[src/rtl/missile_pkg.sv]
// Shared constants, colour codes and the tracer FSM state type for the missile line engine.
package missile_pkg;

    localparam int X_W      = 9;
    localparam int Y_W      = 8;
    localparam int COLOR_W  = 3;

    localparam int SCREEN_W = 320;
    localparam int SCREEN_H = 240;

    localparam logic [2:0] BACK    = 3'b000;
    localparam logic [2:0] CITY    = 3'b010;
    localparam logic [2:0] MISSILE = 3'b101;
    localparam logic [2:0] DEFAULT = 3'b111;

    typedef enum logic [1:0] {IDLE, SETUP, STEP, FINISH} tracer_state_t;

endpackage

[src/rtl/missile_tracer.sv]
// Bresenham line engine emitting one registered pixel per cycle for vga_adapter.
// Optional `MISSILE_TRACER_CLIP_EN suppresses plot for pixels outside the 320x240 screen.
module missile_tracer #(
    parameter int X_W     = missile_pkg::X_W,
    parameter int Y_W     = missile_pkg::Y_W,
    parameter int COLOR_W = missile_pkg::COLOR_W
) (
    input  logic               clk,
    input  logic               rst,
    input  logic               cmd_valid,
    output logic               cmd_ready,
    input  logic [X_W-1:0]     x0,
    input  logic [X_W-1:0]     x1,
    input  logic [Y_W-1:0]     y0,
    input  logic [Y_W-1:0]     y1,
    input  logic [COLOR_W-1:0] cmd_color,
    input  logic               pix_stall,
    output logic [X_W-1:0]     pix_x,
    output logic [Y_W-1:0]     pix_y,
    output logic [COLOR_W-1:0] pix_color,
    output logic               plot,
    output logic               busy,
    output logic               done
);
    import missile_pkg::*;

    // Three guard bits keep 2*err and dx-dy sums in range for full-span lines.
    localparam int W = ((X_W > Y_W) ? X_W : Y_W) + 3;
    localparam logic signed [W-1:0] ZERO = '0;

    function automatic logic signed [W-1:0] abs_diff(input logic [W-1:0] a, input logic [W-1:0] b);
        return (a >= b) ? $signed(a - b) : $signed(b - a);
    endfunction

    tracer_state_t       state;
    logic [X_W-1:0]      x0_r, x1_r, cur_x;
    logic [Y_W-1:0]      y0_r, y1_r, cur_y;
    logic [COLOR_W-1:0]  color_r;
    logic                sx_neg, sy_neg;
    logic signed [W-1:0] dx, dy, err;
    logic signed [W-1:0] dx_setup, dy_setup, e2, err_next;
    logic                step_x, step_y, at_end, on_screen;

    assign cmd_ready = (state == IDLE);
    assign busy      = (state != IDLE);

    always_comb begin
        dx_setup = abs_diff(W'(x1_r), W'(x0_r));
        dy_setup = -abs_diff(W'(y1_r), W'(y0_r));
        e2       = err <<< 1;
        step_x   = (e2 >= dy);
        step_y   = (e2 <= dx);
        err_next = err + (step_x ? dy : ZERO) + (step_y ? dx : ZERO);
        at_end   = (cur_x == x1_r) && (cur_y == y1_r);
`ifdef MISSILE_TRACER_CLIP_EN
        on_screen = (32'(cur_x) < SCREEN_W) && (32'(cur_y) < SCREEN_H);
`else
        on_screen = 1'b1;
`endif
    end

    always_ff @(posedge clk) begin
        if (rst) begin
            state     <= IDLE;
            plot      <= 1'b0;
            done      <= 1'b0;
            pix_x     <= '0;
            pix_y     <= '0;
            pix_color <= '0;
            err       <= '0;
        end else begin
            plot <= 1'b0;
            case (state)
                IDLE: begin
                    if (cmd_valid) begin
                        x0_r    <= x0;
                        y0_r    <= y0;
                        x1_r    <= x1;
                        y1_r    <= y1;
                        color_r <= cmd_color;
                        state   <= SETUP;
                    end
                end
                SETUP: begin
                    dx     <= dx_setup;
                    dy     <= dy_setup;
                    err    <= dx_setup + dy_setup;
                    sx_neg <= (x1_r < x0_r);
                    sy_neg <= (y1_r < y0_r);
                    cur_x  <= x0_r;
                    cur_y  <= y0_r;
                    state  <= STEP;
                end
                STEP: begin
                    // A stalled cycle holds cur/err so the same pixel is offered again.
                    if (!pix_stall) begin
                        pix_x     <= cur_x;
                        pix_y     <= cur_y;
                        pix_color <= color_r;
                        plot      <= on_screen;
                        if (at_end) begin
                            state <= FINISH;
                        end else begin
                            err <= err_next;
                            if (step_x) cur_x <= sx_neg ? cur_x - 1'b1 : cur_x + 1'b1;
                            if (step_y) cur_y <= sy_neg ? cur_y - 1'b1 : cur_y + 1'b1;
                        end
                    end
                end
                FINISH: begin
                    // First FINISH cycle raises done; the second returns to IDLE so
                    // cmd_ready rises only after the done pulse.
                    if (!done) begin
                        done <= 1'b1;
                    end else begin
                        done  <= 1'b0;
                        state <= IDLE;
                    end
                end
                default: state <= IDLE;
            endcase
        end
    end

endmodule
[config.mk]
export PLATFORM = sky130hd
export DESIGN_NAME = missile_tracer
export DESIGN_NICKNAME = d
export VERILOG_FILES = /design/src/rtl/missile_pkg.sv /design/src/rtl/missile_tracer.sv
export SDC_FILE = /design/constraint.sdc
export NUM_CORES = 1
export LEC_CHECK = 0
export CORE_ASPECT_RATIO = 0.5
export CORE_UTILIZATION = 55
export DETAILED_ROUTE_END_ITERATION = 8
export GPL_TIMING_DRIVEN = 0
export MAX_ROUTING_LAYER = met4
export PLACE_DENSITY = 0.81
export SLEW_MARGIN = 5
export SYNTH_ARGS = -nofsm -noshare
export SYNTH_HDL_FRONTEND = slang
export SYNTH_SLANG_ARGS = --single-unit
[constraint.sdc]
create_clock -name clk -period 12.7 [get_ports clk]
set_clock_uncertainty 0.05 [all_clocks]
set_input_delay 3.81 -clock clk [delete_from_list [all_inputs] [get_ports clk]]
set_output_delay 3.81 -clock clk [all_outputs]
set_load 0.01 [all_outputs]
Word level (Yosys, flattened, before mapping) --
Cells that the tools add are included.
Storage, ports and cells: bits in registers 116, input port bits 41, output and inout bits 24, word-level logic and storage cells 87
Cells by class: add/sub/neg operators 12, $lt $le $gt $ge 6, equality and inequality tests 12, mux-type cells 24, bitwise gates (word level) 3, reduce and logical (&&, ||, !) cells 12
Operators by type and width (number):
- $mux 12 | 6
- $add 12x12->12 | 3
- $mux 9 | 4
- $mux 8 | 4
- $pmux 12 s2 | 1
- $sub 9x9->10 | 2
- $pmux 9 s2 | 1
- $sub 8x8->9 | 2
- $pmux 8 s2 | 1
- $ne 2x2->1 const B | 7
- $ge 12x12->1 | 1
- $le 12x12->1 | 1
- $neg 12->12 | 1
- $reduce_and 5->1 | 2
- $add 9x1->9 const B | 1
- $eq 9x9->1 | 1
- $ge 9x9->1 | 1
- $lt 9x9->1 | 1
- $sub 9x1->9 const B | 1
- $add 8x1->8 const B | 1
- $eq 8x8->1 | 1
- $ge 8x8->1 | 1
- $lt 8x8->1 | 1
- $mux 2 | 4
- 13 further kinds | 20

Longest topological paths before layout --
word-level depth 7, gate-level depth with buffers 23, gate-level depth less buffers 22

Least setup slack after synthesis --
No wires, ideal clock.
kind input-to-reg, from input rst, to register color_r[0], enable pin, library setup time 0.431 ns, data arrival time 5.797 ns, required time 12.219 ns, slack 6.422 ns, stages on the path 3, buffers on the path 2, cells stage by stage clkbuf_1 -> buf_1 -> nor2_1
Between the ends: word-level cells in the longest chain between the ends 2
RTL lines:
- start, declared | line missile_tracer.sv:9 | input logic rst,
- $not 1->1 (no line)
- $reduce_and 3->1 (no line)
- end signal, assigned | line missile_tracer.sv:80 | color_r <= cmd_color;
- end, declared | line missile_tracer.sv:38 | logic [COLOR_W-1:0] color_r;
No other way between the ends. A chain may end at the register's enable or synchronous reset.

Worst setup path after layout --
from input rst, to register y1_r[2], enable pin
Between the ends: word-level cells in the longest chain between the ends 2
RTL lines:
- $not 1->1 (no line)
- $reduce_and 3->1 (no line)
- end signal, assigned | line missile_tracer.sv:79 | y1_r <= y1;
- end, declared | line missile_tracer.sv:37 | logic [Y_W-1:0] y0_r, y1_r, cur_y;
No other way between the ends.

==> metrics.csv <==
stage,metric,value,unit
yosys,"FFs w/ async S/R, synth",0,%
route,DR WL/cell,17.9,um
pwr,worst vdd ir,0.000120,V
sta,post-route worst setup slack,6.89,ns
cts,TritonCTS clock tree,done,
setup_path,CP required,12.82,ns
die,Boundary Pins,65,
cts,CTS Sinks,113,
yosys,cell taking the most area after synthesis,edfxtp_1,
final_layout,"Area growth, synth to finish",19.0,%
cts,post-cts gate resize count,0,
sta,Fin Setup TNS,0,ns
setup_path,crit path capture,y1_r[2]$_DFFE_PP_,
final_layout,FF/Latch Area,3040,um^2
route,Routed Antenna Nets,0,
route,DRC viols,0,
final_layout,design area,9690,um^2
route,First-pass DRT Iterations,6,
sta,final period utilization,45.8,%
sta,Final Max Tran Viols,0,
final_layout,"commonest non-fill, non-tap cell in the layout",inv_1,
yosys,post-synth cell types,69,
die,Chip Width,174,um
yosys,Post-synth EDFFs,78,
route,Vias/cell,5.75,
setup_path,worst path arrival time,5.93,ns
cts,CTS max path bufs,2,
yosys,register area share after synthesis,37.4,%
yosys,top cell type's share of synthesized area,28.8,%
die,Starting Density,58.1,%
final_layout,Nets,1086,
setup_path,critical path class,in -> reg,
global_route,total gr overflow,0,
yosys,syn_area_per_cell,9.59,um^2
yosys,"Primary FF master, synth",edfxtp_1,
setup_path,type of origin of the critical path,input port,
cts,Post-CTS Hold Buffers,0,
worst_hold_path,HP Class,reg -> reg,
final_layout,Util after Layout,69.2,%
setup_path,reg2reg path depth,18,
final_layout,fraction of layout cells with a size suffix above 1,6.34,%
placed_design,Final GP Congestion,0.931,
sta,Worst-Margin Slew,0.965,ns
pwr,leakage power,4.07,nW
yosys,largest cells by area after synthesis,"edfxtp_1 29%, ha_1 14%, dfxtp_1 8.6%, inv_1 4.7%, fa_1 4.4%",
global_route,vias in the first global route,6495,
route,Vias,6551,
die,Die Y,88.0,um
final_layout,Multi-input gate area,4620,um^2
global_route,largest net degree at the start of global routing,22,
yosys,Yosys warnings,0,
setup_path,reg2reg start,y1_r[6]$_DFFE_PP_,
yosys,mapped cell area,8140,um^2
sta,Final Hold Viols,0,
setup_path,CP Max Fanout,21,
pwr,Power per Cell Area,240,nW/um^2
die,CORE AREA,14000,um^2
setup_path,worst setup path startpoint,rst,
cts,Inserted Clock Buffers,17,
final_layout,ant diodes,0,
placed_design,IO buf count,64,
global_route,first-pass GRT wire length,32600,um
route,DRT Wirelength,20400,um
placed_design,dpl cell area,9100,um^2
placed_design,post-DP HPWL,15600,um
setup_path,worst reg2reg endpoint,err[10]$_SDFFE_PP0P_,
cts,root buffer cell,clkbuf_16,
yosys,post-synthesis net count,1001,
sta,setup violators final,0,
yosys,Mapped Cells,849,
cts,worst skew pair latency,0.42,ns
final_layout,Fill cells,1023,
cts,setup bufs post-CTS,0,
status,run status,completed,
die,DIE AREA,15300,um^2
yosys,Seq cells post-synth,113,
sta,crit path time final,5.81,ns
global_route,initial antenna violation count,0,
sta,Max Clk Rate,172,MHz
cts,Worst-path clk slew,0.05,ns
die,Cell Rows,30,
route,iteration-0 DRC count of the detailed router,535,
setup_path,Crit. End Element,flip-flop,
run,Max Cap Violations,0,
setup_path,flop2flop setup slack,7.29,ns
global_route,Tot GR Track Use,28.8,%
sta,RSZ-0062 raised after global routing,false,
final_layout,most frequent cells in the layout,"102 x inv_1, 93 x ha_1, 78 x edfxtp_1, 73 x nand2_1, 71 x a21oi_1",
placed_design,pre-CTS WS,6.54,ns
sta,Slew Limit Headroom,35.6,%
cts,CTS H-tree depth,4,
-- stage by stage --
step                hold WS [ns]  std cells  power, mW
floorplan                  0.421        849       1.47
global placement           0.394       1105       1.74
detailed placement         0.399       1107       1.80
CTS                        0.407       1139       2.31
global route               0.429       1139       2.49
finish                     0.404       1139       2.32
-- worst max-delay path, cell delays in order --
cell and delay (ns):
clkdlybuf4s50_1 0.51, clkbuf_1 0.43, buf_1 0.62, nor2_4 0.29
buf_16 0.25
-- synth_stat cells (all sizes together), types with 3 or more instances --
library cell	count
a2111oi	3
a211oi	14
a21o	17
a21oi	74
a221oi	4
a31oi	3
and2	16
and3	5
buf	10
clkbuf	13
dfxtp	35
edfxtp	78
fa	18
ha	93
inv	102
mux2i	15
nand2	74
nand2b	11
nand3	9
nand4	8
nor2	58
nor2b	11
nor3	12
o211ai	10
o21a	5
o21ai	41
o21bai	8
o221ai	3
or3	7
xnor2	41
xor2	23
-- metal layers --
layer / vias up / GRT usage [%] / part of all wire [%]
met2: 222 / 48.9 / 48
met3: 29 / 6.38 / 7.3
met5: - / - / 0
li1: 3135 / - / -
met1: 3165 / 34.9 / 43
met4: 0 / 8.13 / 1.6
-- sequential cells by signal, indices dropped and copies added (netlist names), 8 cells and up --
signal / count
x0_r: 9
y0_r: 8
x1_r: 9
cur_y: 8
y1_r: 8
pix_y: 8
dy: 12
cur_x: 9
err: 11
pix_x: 9
dx: 10
-- how the worst min path moves through the flow --
stage	from	endpoint	slack, ns	depth (start not counted)
finish	pix_x[6]$_SDFFE_PP0P_	pix_x[6]$_SDFFE_PP0P_	0.40	2
global route	pix_x[6]$_SDFFE_PP0P_	pix_x[6]$_SDFFE_PP0P_	0.43	2
CTS	pix_x[4]$_SDFFE_PP0P_	pix_x[4]$_SDFFE_PP0P_	0.41	2
detailed placement	pix_x[6]$_SDFFE_PP0P_	pix_x[6]$_SDFFE_PP0P_	0.40	2
global placement	pix_color[2]$_SDFFE_PP0P_	pix_color[2]$_SDFFE_PP0P_	0.39	2
floorplan	color_r[0]$_DFFE_PP_	pix_color[0]$_SDFFE_PP0P_	0.42	2
-- final cells by class --
cell class                 count  share of cell area (%)
sequential                   113                    31.4
multi-input combinational    611                    47.7
clock inverter                14                    1.68
inverter                     102                    3.95
clock buffer                  18                    4.43
tap                          192                    2.48
timing repair buffer          66                    7.18
buffer                        23                    1.15
-- power by group --
group | leakage [nW] | switching (mW) | internal (mW) | total (mW)
registers | 1.00 | 0.0682 | 0.496 | 0.565
logic | 2.79 | 0.753 | 0.521 | 1.27
clock network | 0.284 | 0.177 | 0.307 | 0.484
total | 4.07 | 0.999 | 1.32 | 2.32
-- logic make-up (layout without fill, tap and decap cells) --
logic type / Yosys count / count (layout) / synth area share [%]
simple gates: 218 / 218 / 12.8
compound gates: 201 / 201 / 15.9
flops: 113 / 113 / 37.4
mux: 17 / 17 / 2.17
fa+ha+maj: 111 / 111 / 18.7
xor+xnor: 64 / 64 / 6.89
buf+inv: 125 / 223 / 6.07
(Power assumes the default switching activity.)
==> edit 1, RTL diff (same settings) <==
Re-encode `tracer_state_t` (4 states) as Gray code, 2 bits wide.
--- a/src/rtl/missile_pkg.sv
+++ b/src/rtl/missile_pkg.sv
@@ -13,7 +13,7 @@
     localparam logic [2:0] MISSILE = 3'b101;
     localparam logic [2:0] DEFAULT = 3'b111;
 
-    typedef enum logic [1:0] {IDLE, SETUP, STEP, FINISH} tracer_state_t;
+    typedef enum logic [1:0] {IDLE = 2'b00, SETUP = 2'b01, STEP = 2'b11, FINISH = 2'b10} tracer_state_t;
 
 endpackage
 
Check against the original RTL: same outputs for any inputs over 4 cycles, from zero or initial values and one cycle with rst high; so few cycles prove little.
==> edit 1 against the original RTL <==
Critical path depth unchanged; wire length up 9.8%; worst setup slack worse by 490 ps; via count up 8.4%; sequential share of layout area down 1.1 points; first-iteration DRC count up 7.3%; non-clock buffer count up 11; die area up 4.0%; sequential cell count unchanged; synthesized area up 4.0%; global-route usage up 1.3 points; cell area up 3.7%.
Power is not compared: it rests on default switching activity, and its combinational part moved more than twofold at a synthesized area within 25%.
==> edit 1: results <==
set metrics [dict create \
    fillers 1085 \
    yosys-mux-area-fraction_pct 0.6796 \
    ys_warn_count 0 \
    finalNetCount 1131 \
    synth_fa_ha_area_share_pct 17.40 \
    ys_seq_area_share_pct 35.93 \
    dpl.hpwl_mm 17.30 \
    synth_common_cells "100 x inv_1, 89 x ha_1, 89 x nand2_1" \
    worstRegToRegCells 24 \
    tapCellCount 198 \
    clkbuf_count 20 \
    top_regs "dy: 12 flops, err: 11 flops, dx: 10 flops" \
    grtUsageTotal_pct 30.12 \
    seq_cell_count 113 \
    syn-num-nets 1044 \
    rrSetupSlack_ps 7330 \
    area_share_nonclk_buffers_pct 8.607 \
    clockNetworkAreaShare_pct 6.191 \
    gp_congestion 0.9099 \
    crit_path_end "cur_x[0]" \
    status "finished, final reports clean" \
    cts_resized 0 \
    synth_compound_area_share_pct 18.45 \
    grt_pass1_wl_mm 35.78 \
    nNonClkBuffers 100 \
    multi_input_cells 651 \
    drive_above_1_share_pct 8.032 \
    slew_headroom_pct 23.23 \
    wl_per_cell_um 18.79 \
    r2r_start "dy[1]" \
    grt_pass1_vias 6890 \
    cp-startpoint "pix_stall" \
    synth.area.top_cells "edfxtp_1 28%, ha_1 13%, dfxtp_1 8.3%" \
    r2r-end "err[9]" \
    vias 7104 \
    crit_arrival_ps 6290 \
    drtIter0Drc 574 \
    grt_max_degree 20 \
]
==> edit 1: cell types whose count changed after synthesis, moves of 5 or more <==
| cell | change |
|---|---|
| nor2_1 | -10 |
| o21bai_1 | -5 |
| a21o_1 | +14 |
| nand3_1 | +9 |
| nand2_1 | +16 |
| clkbuf_1 | +6 |
| a21oi_1 | +7 |
| mux2i_1 | -12 |
==> edit 1: layer usage <==
layer,routed length [um],up-vias,global-route usage (%)
li1,-,3355,-
met1,10480,3394,42.18
met2,9658,311,44.08
met3,1898,44,6.218
met4,407,0,8.333
met5,0,-,-
==> edit 1: per-stage QoR <==
stage / total power, mW / hold slack, ps / utilization [%] / instances / worst slack [ps]
after detailed placement: 0.8451 / 403.5 / 63.93 / 1162 / 6059
after floorplan: 0.7345 / 421.3 / - / 896 / 5379
after CTS: 1.349 / 413.5 / 68.15 / 1194 / 6473
after global placement: 0.8274 / 398.6 / 63.49 / 1158 / 3362
final: 1.352 / 409.6 / 68.15 / 1194 / 6400
after global routing: 1.418 / 436.8 / 68.15 / 1194 / 6223
==> edit 1: power by group <==
part	total, mW	switching [mW]	leakage, nW	internal (mW)
sequential	0.443	0.0226	1.00	0.420
clock	0.503	0.187	0.302	0.315
combinational	0.406	0.233	2.98	0.174
total	1.35	0.443	4.29	0.909
==> edit 1: critical path, stage by stage <==
cell	delay [ps]
clkdlybuf4s50_1	490
a31oi_1	200
o21ai_1	310
clkbuf_1	450
nor3_1	1020
==> edit 1: how the worst min path moves through the flow <==
| stage | to | slack [ps] |
|---|---|---|
| final | pix_color[2] | 410 |
| after global placement | pix_y[4] | 400 |
| after CTS | pix_color[2] | 410 |
| after global routing | pix_x[4] | 440 |
| after detailed placement | pix_x[7] | 400 |
| after floorplan | pix_color[0] | 420 |
==> edit 2, RTL diff (config.mk and constraints unchanged) <==
Made on the original files. Set the package constant `Y_W` to 12 (it was 8).
--- a/src/rtl/missile_pkg.sv
+++ b/src/rtl/missile_pkg.sv
@@ -2,7 +2,7 @@
 package missile_pkg;
 
     localparam int X_W      = 9;
-    localparam int Y_W      = 8;
+    localparam int Y_W      = 12;
     localparam int COLOR_W  = 3;
 
     localparam int SCREEN_W = 320;
Ports: changed (resized pix_y, y0 and y1); port bits go from 65 to 77. No check against the original RTL was run, so the function may have changed too.
==> edit 2 against the original RTL <==
Wire length up 24%; non-clock buffer count up 23; total power up 29%; global-route usage up 0.51 points; combinational power up 46%; sequential cell count up 22; cell area up 20%; synthesized area up 22%; worst setup slack worse by 370 ps; critical path type is now reg -> reg; critical endpoint is now err[13]; largest power group unchanged.
==> edit 2: results <==
set metrics [dict create \
    max_stage_delay_ps 520 \
    dp_cells 1336 \
    grt_pass1_vias 8017 \
    dpl.hpwl_mm 19.94 \
    synth_cell_types 73 \
    ys_seq_area_share_pct 36.45 \
    hold_start "pix_y[9]" \
    crit_arrival_ps 6450 \
    rrSetupSlack_ps 6520 \
    synth_common_cells "117 x ha_1, 105 x inv_1, 93 x a21oi_1, 93 x edfxtp_1, 90 x nand2_1" \
    status "finished, final reports clean" \
    synth_edf_count 93 \
    drt-pass1-iter-count 5 \
    place_ws_ps 6231 \
    wl_per_cell_um 18.51 \
    worstRegToRegCells 21 \
    grtUsageTotal_pct 29.29 \
    syn-num-nets 1211 \
    critPathTopFamily "compound AO/OA/AOI/OAI gates" \
    top_regs "dy: 15 flops, err: 14 flops" \
    vias 7928 \
    ir_drop_mv 0.1100 \
    final_cells 1368 \
    path_max_fanout 10 \
    drtIter0Drc 555 \
    slowest_stage "or4b_1" \
    io_buffers 75 \
    syn_avg_cell_area_um2 9.735 \
    min_to "pix_y[9]" \
    r2r-end "err[13]" \
    synth.area.top_cells "edfxtp_1 28%, ha_1 15%, dfxtp_1 8.4%" \
    leakage_nw 4.910 \
]
-- edit 2: kinds of logic (layout without fill, tap and decap cells) --
group | count (synthesis) | count (layout) | share of synthesized area, %
buf+inv | 139 | 249 | 5.560
mux | 32 | 32 | 3.276
fa+ha+maj | 138 | 138 | 18.90
xor+xnor | 90 | 90 | 8.171
simple gates | 231 | 231 | 11.18
compound gates | 259 | 259 | 16.46
flops | 135 | 135 | 36.45
-- edit 2: worst max-delay path by stage --
stage,startpoint,endpoint,slack (ps),cells after the start
final,y1_r[6],err[13],6520,21
after global routing,y1_r[6],err[13],6200,21
after CTS,y1_r[3],err[13],6580,21
after detailed placement,pix_stall,cur_x[5],6230,6
after global placement,rst,y0_r[1],4900,3
after floorplan,rst,color_r[0],6080,3
-- edit 2: final cells by class --
type	count	area, um^2
inverter	105	394.1
clock buffer	19	442.9
fill	1380	5932
clock inverter	13	118.9
timing repair buffer	78	793.3
sequential	135	3633
tap	234	292.8
multi-input combinational	750	5802
buffer	34	160.2
-- edit 2: per-layer routing --
layer  GRT usage, %  part of all wire (%)  vias up
li1               -                     -     3813
met1          38.43                    45     3796
met2          46.93                    47      269
met3          3.684                   5.7       50
met4          9.933                   2.6        0
met5              -                     0        -
-- edit 2: through the flow --
step	hold WS, ps	util, %
after floorplan	414.8	-
after global placement	393.9	62.68
after detailed placement	401.7	63.04
after CTS	410.4	66.24
after global routing	430.8	66.24
final	409.5	66.24
-- edit 2: power by group --
part / leakage [nW] / internal [mW] / switching (mW)
Combinational: 3.44 / 0.768 / 1.08
Sequential: 1.20 / 0.594 / 0.0804
Clock: 0.270 / 0.276 / 0.203
